--- src/rtl/mips_pkg.sv ---
// rtl/mips_pkg.sv - shared widths and arbiter state encoding for the memory port arbiter
package mips_pkg;

  localparam int MIPS_ADDR_W     = 32;
  localparam int MIPS_DATA_W     = 32;
  localparam int ARB_TIMEOUT_CYC = 16;

  localparam int ARB_ST_W = 2;
  localparam logic [ARB_ST_W-1:0] ARB_IDLE   = 2'd0;
  localparam logic [ARB_ST_W-1:0] ARB_BUSY_D = 2'd1;
  localparam logic [ARB_ST_W-1:0] ARB_BUSY_I = 2'd2;
  localparam logic [ARB_ST_W-1:0] ARB_DONE   = 2'd3;

  function automatic logic arb_is_busy(input logic [ARB_ST_W-1:0] st);
    return (st == ARB_BUSY_D) || (st == ARB_BUSY_I);
  endfunction

endpackage

--- src/rtl/arb_timeout_ctr.sv ---
// rtl/arb_timeout_ctr.sv - wait-cycle counter that flags an expired memory transaction
module arb_timeout_ctr #(
  parameter int TIMEOUT_CYC = 16
) (
  input  logic i_clk,
  input  logic i_rst,
  input  logic i_clr,
  input  logic i_en,
  output logic o_expired
);

  localparam int  CNT_W    = (TIMEOUT_CYC > 2) ? $clog2(TIMEOUT_CYC) : 1;
  localparam int  LAST_INT = (TIMEOUT_CYC > 0) ? TIMEOUT_CYC - 1 : 0;
  localparam logic [CNT_W-1:0] LAST = LAST_INT[CNT_W-1:0];
  localparam bit  ENABLED  = (TIMEOUT_CYC != 0);

  logic [CNT_W-1:0] r_cnt;

  // Saturates at LAST so a disabled or unqualified count can never wrap.
  always_ff @(posedge i_clk or posedge i_rst) begin
    if (i_rst) begin
      r_cnt <= '0;
    end else if (i_clr) begin
      r_cnt <= '0;
    end else if (i_en && (r_cnt != LAST)) begin
      r_cnt <= r_cnt + 1'b1;
    end
  end

  assign o_expired = ENABLED && (r_cnt == LAST);

endmodule

--- src/rtl/mem_port_arbiter.sv ---
// rtl/mem_port_arbiter.sv - shares one single-ported memory between the IF and MEM pipeline stages
module mem_port_arbiter
  import mips_pkg::*;
#(
  parameter int ADDR_W      = MIPS_ADDR_W,
  parameter int DATA_W      = MIPS_DATA_W,
  parameter int TIMEOUT_CYC = ARB_TIMEOUT_CYC
) (
  input  logic              Clk,
  input  logic              Rst,
  input  logic              if_req,
  input  logic [ADDR_W-1:0] if_addr,
  output logic [DATA_W-1:0] if_rdata,
  output logic              if_ack,
  input  logic              d_req,
  input  logic              d_we,
  input  logic [ADDR_W-1:0] d_addr,
  input  logic [DATA_W-1:0] d_wdata,
  output logic [DATA_W-1:0] d_rdata,
  output logic              d_ack,
  output logic              mem_req,
  output logic              mem_we,
  output logic [ADDR_W-1:0] mem_addr,
  output logic [DATA_W-1:0] mem_wdata,
  input  logic [DATA_W-1:0] mem_rdata,
  input  logic              mem_ready,
  output logic              pipe_stall,
  output logic              bus_err
);

  logic [ARB_ST_W-1:0] r_state;
  logic                r_mem_req;
  logic                r_mem_we;
  logic [ADDR_W-1:0]   r_mem_addr;
  logic [DATA_W-1:0]   r_mem_wdata;
  logic [DATA_W-1:0]   r_if_rdata;
  logic [DATA_W-1:0]   r_d_rdata;
  logic                r_if_ack;
  logic                r_d_ack;
  logic                r_bus_err;

  logic                w_idle;
  logic                w_busy;
  logic                w_grant;
  logic                w_expired;
  logic                w_finish;
  logic [DATA_W-1:0]   w_rdata_cap;

  assign w_idle  = (r_state == ARB_IDLE);
  assign w_busy  = arb_is_busy(r_state);
  assign w_grant = w_idle && (d_req || if_req);

  arb_timeout_ctr #(
    .TIMEOUT_CYC(TIMEOUT_CYC)
  ) u_timeout (
    .i_clk    (Clk),
    .i_rst    (Rst),
    .i_clr    (w_grant),
    .i_en     (w_busy && !mem_ready),
    .o_expired(w_expired)
  );

  // A ready arriving on the abort cycle still completes the access normally.
  assign w_finish    = w_busy && (mem_ready || w_expired);
  assign w_rdata_cap = mem_ready ? mem_rdata : '0;

  always_ff @(posedge Clk or posedge Rst) begin
    if (Rst) begin
      r_state     <= ARB_IDLE;
      r_mem_req   <= 1'b0;
      r_mem_we    <= 1'b0;
      r_mem_addr  <= '0;
      r_mem_wdata <= '0;
      r_if_rdata  <= '0;
      r_d_rdata   <= '0;
      r_if_ack    <= 1'b0;
      r_d_ack     <= 1'b0;
      r_bus_err   <= 1'b0;
    end else begin
      case (r_state)
        ARB_IDLE: begin
          // Data side wins: its instruction is older in the pipeline.
          if (d_req) begin
            r_state     <= ARB_BUSY_D;
            r_mem_req   <= 1'b1;
            r_mem_we    <= d_we;
            r_mem_addr  <= d_addr;
            r_mem_wdata <= d_we ? d_wdata : '0;
          end else if (if_req) begin
            r_state     <= ARB_BUSY_I;
            r_mem_req   <= 1'b1;
            r_mem_we    <= 1'b0;
            r_mem_addr  <= if_addr;
            r_mem_wdata <= '0;
          end
        end
        ARB_BUSY_D, ARB_BUSY_I: begin
          if (w_finish) begin
            r_state     <= ARB_DONE;
            r_mem_req   <= 1'b0;
            r_mem_we    <= 1'b0;
            r_mem_wdata <= '0;
            r_bus_err   <= !mem_ready;
            if (r_state == ARB_BUSY_D) begin
              r_d_ack   <= 1'b1;
              r_d_rdata <= w_rdata_cap;
            end else begin
              r_if_ack   <= 1'b1;
              r_if_rdata <= w_rdata_cap;
            end
          end
        end
        default: begin
          r_state   <= ARB_IDLE;
          r_if_ack  <= 1'b0;
          r_d_ack   <= 1'b0;
          r_bus_err <= 1'b0;
        end
      endcase
    end
  end

  assign mem_req    = r_mem_req;
  assign mem_we     = r_mem_we;
  assign mem_addr   = r_mem_addr;
  assign mem_wdata  = r_mem_wdata;
  assign if_rdata   = r_if_rdata;
  assign d_rdata    = r_d_rdata;
  assign if_ack     = r_if_ack;
  assign d_ack      = r_d_ack;
  assign bus_err    = r_bus_err;
  assign pipe_stall = (if_req && !r_if_ack) || (d_req && !r_d_ack);

endmodule

--- config.mk ---
export PLATFORM = sky130hd
export DESIGN_NAME = mem_port_arbiter
export DESIGN_NICKNAME = d
export VERILOG_FILES = /design/src/rtl/mips_pkg.sv /design/src/rtl/arb_timeout_ctr.sv /design/src/rtl/mem_port_arbiter.sv
export SDC_FILE = /design/constraint.sdc
export NUM_CORES = 1
export LEC_CHECK = 0
export CAP_MARGIN = 20
export CORE_MARGIN = 2
export CORE_UTILIZATION = 41
export DETAILED_ROUTE_END_ITERATION = 12
export GPL_TIMING_DRIVEN = 0
export PLACE_DENSITY = 0.9
export SYNTH_ARGS = -nofsm -noshare
export SYNTH_HDL_FRONTEND = slang
export SYNTH_SLANG_ARGS = --single-unit
--- constraint.sdc ---
create_clock -name Clk -period 5.08 [get_ports Clk]
set_input_delay 0.508 -clock Clk [delete_from_list [all_inputs] [get_ports Clk]]
set_output_delay 0.508 -clock Clk [all_outputs]
set_load 0.01 [all_outputs]
## Word level (Yosys, flattened, before mapping)

Index checks and enable logic that the tools add are counted.
Widths: inputs -> output; s select.

| cells by class | value |
|---|---|
| muxes and demuxes | 29 |
| reductions and logical operators | 26 |
| add/subtract/negate cells | 1 |
| bitwise operators | 2 |
| equality and inequality tests | 8 |

Operators by type and width:

| operator | number |
|---|---|
| $mux 32 | 7 |
| $pmux 32 s2 | 1 |
| $reduce_and 3->1 | 5 |
| $mux 1 | 10 |
| $pmux 1 s2 | 5 |
| $mux 4 | 2 |
| $logic_and 1x1->1 | 6 |
| $mux 2 | 3 |
| $ne 2x2->1 const B | 3 |
| $reduce_and 2->1 | 3 |
| $reduce_bool 2->1 | 3 |
| $add 4x1->4 const B | 1 |
| $eq 4x4->1 const B | 1 |
| $logic_or 1x1->1 | 4 |
| $ne 4x4->1 const B | 1 |
| $pmux 2 s2 | 1 |
| $logic_not 1->1 | 3 |
| $ne 3x3->1 const B | 1 |
| $eq 2x1->1 const B | 1 |
| $eq 2x2->1 const B | 1 |
| $logic_not 2->1 | 1 |
| $not 1->1 | 2 |
| $reduce_or 2->1 | 1 |

| storage, ports and cells | value |
|---|---|
| word-level logic and storage cells | 77 |
| output and inout port bits | 134 |
| bits in registers | 139 |

## Longest topological paths before layout

| depth | value |
|---|---|
| depth after elaboration | 6 |
| gate-level depth with buffers | 8 |
| mapped depth without buffers | 5 |

## Modules after synthesis

A second synthesis with hierarchy kept.

| unflattened totals | value |
|---|---|
| cells, all modules | 522 |
| area, all modules | 5,716.7 µm² |

Modules (own cells, without submodules):

| module | seq. area each (µm²) | cells each | area each (µm²) | instances |
|---|---|---|---|---|
| mem_port_arbiter | 3,378.2 | 501 | 5,484.0 | 1 |
| arb_timeout_ctr | 100.1 | 21 | 232.7 | 1 |

## Worst setup path after synthesis

Ideal clock, no wire load.

| timing path | value |
|---|---|
| path type | register to register |
| start point | reg r_state[0] |
| end point | reg r_mem_wdata[0] (netlist: mem_wdata[0]) |
| buffers on the path | 2 |
| arrival | 1.889 ns |
| slack | 3.111 ns |
| cell stages (with the launch flop) | 8 |
| library setup time | 0.079 ns |
| cells stage by stage | dfrtp_1 > inv_1 > ha_1 > nor2b_1 > clkbuf_1 > a211oi_4 > buf_4 > mux2i_1 |

| between the ends | value |
|---|---|
| cells in the longest elaborated chain, start to end | 5 |

RTL lines:

| what | RTL line | source |
|---|---|---|
| from (decl) | mem_port_arbiter.sv:31 | `logic [ARB_ST_W-1:0] r_state;` |
| from (signal assigned) | mem_port_arbiter.sv:69 | `r_state <= ARB_IDLE;` |
| from (signal assigned) | mem_port_arbiter.sv:84 | `r_state <= ARB_BUSY_D;` |
| from (signal assigned) | mem_port_arbiter.sv:90 | `r_state <= ARB_BUSY_I;` |
| $eq 2x1->1 or $eq 2x2->1 (tied branches) | mips_pkg.sv:15 | `return (st == ARB_BUSY_D) \|\| (st == ARB_BUSY_I);` |
| $logic_or 1x1->1 (*) | mips_pkg.sv:15 |  |
| named net w_busy | mem_port_arbiter.sv:43 | `logic w_busy;` |
| $logic_and 1x1->1 (*) | mem_port_arbiter.sv:64 | `assign w_finish = w_busy && (mem_ready \|\| w_expired);` |
| $ne 2x2->1 (no line) (*) | - |  |
| $reduce_and 3->1 (no line) (*) | - |  |
| to (signal assigned) | mem_port_arbiter.sv:88 | `r_mem_wdata <= d_we ? d_wdata : '0;` |
| to (decl) | mem_port_arbiter.sv:35 | `logic [DATA_W-1:0] r_mem_wdata;` |

The timed path passes the listed nets; every way through them passes the cells marked *.
A chain may end at the register's enable or synchronous reset.

## Final worst setup path

| timing path | value |
|---|---|
| start point | in d_req |
| end point | out pipe_stall |

| between the ends | value |
|---|---|
| cells in the longest elaborated chain, start to end | 2 |

RTL lines:

| what | RTL line | source |
|---|---|---|
| from (decl) | mem_port_arbiter.sv:15 | `input logic d_req,` |
| $logic_and 1x1->1 | mem_port_arbiter.sv:132 | `assign pipe_stall = (if_req && !r_if_ack) \|\| (d_req && !r_d_ack);` |
| $logic_or 1x1->1 | mem_port_arbiter.sv:132 |  |
| to (decl) | mem_port_arbiter.sv:27 | `output logic pipe_stall,` |

No other way between the ends.

==> run summary <==
The number of routed nets with antenna violations is 0, and the total overflow reported by the global router is 0. The length in cells of the worst reg-to-reg path is 7, and the critical path required time is 4.57 ns. The combined area of all synthesized cells was 5760 um^2; the pre-CTS setup slack was 1.82 ns. The count of maximum capacitance violations was 0.

The top cell family by delay on the critical path is buffers and inverters. TritonCTS created 17 clock buffers. Entering global routing, the biggest net connects 78 pins. The cell type with the highest occurrence count on the critical path is sky130_fd_sc_hd__clkdlybuf4s50_1. In this run, placement finished with an instance count of 935. For the finished layout, the period the worst path requires is 3.24 ns. Counting both buffers and inverters, the worst setup path holds a total of 5. In this run the number of cells on the critical path is 6. Cells with a size suffix above 1 make up 5.35% of the layout. Synthesis inferred 139 register bits. Area share of the largest cell type after synthesis: 60.3%. The detail-routed net length per standard cell is 17.0 um, and the mean instance size in the synthesized netlist is 11.8 um^2.

Compared with the post-synthesis result, the final layout area differs by 61.1%. Summed over all instances, the cell type with the most area after synthesis is sky130_fd_sc_hd__dfrtp_1. The synthesized net count was 627; the worst hold slack was 0.478 ns. The share of total power dissipated in combinational logic is 46.7%. In this run the number of H-tree levels came out at 4. For this run, the number of Yosys warnings is 0. The repair_antennas step left the layout with diodes totalling 0.

The number of failing hold endpoints at the final stage was 0. The die height was 123 um; the post-route clock skew was 0.00570 ns. Detailed placement ended at an HPWL of 12.0 mm. The ratio of final minimum period to clock period works out to 63.7%. The number of detailed-route iterations in the first pass was 4; the final critical-path setup slack was 1.84 ns. The number of top-level pins is 268. The portion of total power attributed to the clock network came out at 20.9%. For the sequential share of power, the log shows 32.4%. The signal on the critical path passes through clkdlybuf4s50_1, buf_2, buf_1, inv_1, o22ai_1, clkdlybuf4s50_1. The detailed router's first-iteration violation count is 225. The cell row count came out at 43. The tools report the number of pins exceeding their max-slew limit in the final report as 0. Timing would allow up to 309 MHz.

After clock tree synthesis, the repair step resized 0 gates. The clock passes through at most 2 buffers. The worst setup path is launched from an input pin. The total wire length after detailed routing came out at 16.4 mm. TritonCTS built the clock tree. Sorting the synthesized cells by area gives the leading types as sky130_fd_sc_hd__dfrtp_1, sky130_fd_sc_hd__mux2i_1, sky130_fd_sc_hd__a22o_1, sky130_fd_sc_hd__nand2_1, sky130_fd_sc_hd__o21ai_0.

The via count of the first global-routing pass is 4,990. IR analysis of the VDD net gives a maximum drop of 347 uV. Cell internal power was estimated by the tool at 3910 uW.

Clock-pin slew was measured on the worst setup and hold paths at 0.05 ns. The highest-delay cell along the critical path was sky130_fd_sc_hd__buf_1. Number of buffers added on ports: 267.

The tools report the routability-driven placement congestion ratio as 0.769. In this design, the stage delay of the slowest critical-path cell is 0.62 ns. Detailed-route vias per instance: 4.97. The filler cells instantiated in the layout total 1,065.

For the remaining max-slew budget at the tightest pin, the log shows 48.8%. The total power density per cell area came out at 636 nW/um^2. The flow ran to the end, and the final reports show no timing, DRC or antenna violations. The final number of setup-violating endpoints came out at 0. Setup repair after global routing left no endpoint under its margin. The critical path capture point type is an output pin. Data arrives at the worst endpoint at 2.73 ns. In this run the post-CTS setup repair buffer count came out at 0.

Net switching is 33.8% of the power. For the sink count of the clock tree, the log shows 139. The die covers 15,000 um^2. The finished layout holds 965 standard cells, fillers aside. The global-route wire length before repair was 25.2 mm; the maximum fanout count along the critical path was 10.

Once the floorplan was initialized, standard cells occupied 41.7% of the core. The later pin in the worst-skew pair is clocked with a latency of 0.41 ns. The number of nets in the layout is 914. The floorplan step defined a core boundary enclosing 13,800 um^2. The core utilization of the finished layout is 67.2%. The total design power was 5910 uW. The number of hold buffers added after CTS was 0. The setup path with the least slack is of type in2out. The tools report the clock tree root buffer cell as sky130_fd_sc_hd__clkbuf_16. Across every metal layer, demand over resource in global routing totals 21.9%. The initial antenna violation count came out at 0. For the via count, the log shows 4,799. Of the synthesized area, sequential elements account for 60.3%.

The transition time at the pin with the least slew margin is 0.768 ns. For this design the static power due to leakage is 0.00416 uW. The kind of path behind the tightest hold check is reg2reg. The number of library cell types mapped by synthesis came out at 31. After detailed routing, the number of remaining DRC violations is 0. The worst hold path cell count was 2; the net switching power was 2000 uW. Synthesis handed over a netlist of 487 instances. The floorplan step set the die width to 123 um.
## worst min-delay path: cells and delay by family (launching register included)
| kind | cells | cell delay (ns) |
|---|---|---|
| AOI/OAI and AO/OA | 1 | 0.06 |
| DFF | 1 | 0.33 |
| and+or+nand+nor | 1 | 0.05 |
## layer usage
| layer | vias to the layer above | routed length (um) | GRT usage, % |
|---|---|---|---|
| li1 | 2267 | - | - |
| met1 | 2310 | 6500 | 26.4 |
| met2 | 196 | 8050 | 36.9 |
| met3 | 26 | 1420 | 6.97 |
| met4 | 0 | 389 | 7.83 |
| met5 | - | 0 | 0 |
## power groups by stage
| stage | clock network [uW] | registers [uW] | logic (uW) |
|---|---|---|---|
| after floorplan | 0 | 2120 | 1140 |
| after global placement | 0 | 1900 | 2720 |
| after detailed placement | 0 | 1910 | 2790 |
| after CTS | 1260 | 1910 | 2790 |
| after global routing | 1320 | 1970 | 2990 |
| final | 1230 | 1910 | 2760 |
## cells by family after synthesis
logic type	count (synthesis)	share of synthesized area, %
adder cells (fa/ha/maj)	6	1.30
multiplexers	69	12.1
buffers and inverters	75	5.17
AO/OA/AOI/OAI	119	15.5
AND/OR/NAND/NOR	79	5.67
flip-flops	139	60.3
## flip-flops by register name, indices dropped and copies added (netlist names), 2 cells and up
| name | count |
|---|---|
| d_rdata | 32 |
| if_rdata | 32 |
| mem_addr | 32 |
| mem_wdata | 32 |
| r_state | 2 |
| u_timeout.r_cnt | 4 |
## per-stage QoR
| stage | cell area, um^2 | TNS (ns) |
|---|---|---|
| 4_1_cts | 9290 | 0 |
| 2_1_floorplan | 5760 | 0 |
| 6_report | 9290 | 0 |
| 5_1_grt | 9290 | 0 |
| 3_3_place_gp | 8660 | -129.18 |
| 3_5_place_dp | 8690 | 0 |
## path summary, 6_finish.rpt
path | start | end | slack, ns
min in group asynchronous | Rst | mem_wdata[29]$_DFFE_PP0P_ | 0.56
max reg2reg | r_state[0]$_DFFE_PP0P_ | d_rdata[10]$_DFFE_PP0P_ | 2.72
min reg2reg | mem_addr[13]$_DFFE_PP0P_ | mem_addr[13]$_DFFE_PP0P_ | 0.48
min | mem_addr[13]$_DFFE_PP0P_ | mem_addr[13]$_DFFE_PP0P_ | 0.48
max in group asynchronous | Rst | if_rdata[17]$_DFFE_PP0P_ | 3.77
max | d_req | pipe_stall | 1.84
## area by class of cell
cell class,instances,area [um^2],share of cell area [%]
buffer,36,151,1.63
clock buffer,19,443,4.77
clock inverter,11,148,1.59
inverter,39,151,1.63
multi-input combinational,273,1990,21.4
sequential,139,3480,37.5
tap,180,225,2.43
timing repair buffer,268,2700,29.1
## cell usage after synthesis, drive strengths merged
cell	count
a211oi	3
a21oi	5
a22o	64
and3	3
and3b	1
buf	8
clkbuf	28
dfrtp	139
ha	6
inv	39
mux2	4
mux2i	65
nand2	64
nand2b	1
nand3	3
nor2	3
nor2b	2
nor3b	1
o211ai	2
o21a	1
o21ai	36
o22a	2
o22ai	1
o311ai	2
o32ai	1
o41ai	2
or3	1
## layout by cell type, fill, tap and decap left out, types with 4 or more instances in the layout
cell type,instances
sky130_fd_sc_hd__clkbuf_16,17
sky130_fd_sc_hd__clkbuf_1,29
sky130_fd_sc_hd__mux2i_1,65
sky130_fd_sc_hd__inv_1,38
sky130_fd_sc_hd__dfrtp_1,139
sky130_fd_sc_hd__clkdlybuf4s50_1,267
sky130_fd_sc_hd__a21oi_1,5
sky130_fd_sc_hd__o21ai_0,36
sky130_fd_sc_hd__nand2_1,64
sky130_fd_sc_hd__clkinvlp_4,4
sky130_fd_sc_hd__a22o_1,64
sky130_fd_sc_hd__buf_2,4
sky130_fd_sc_hd__ha_1,6
(Power assumes the default switching activity.)
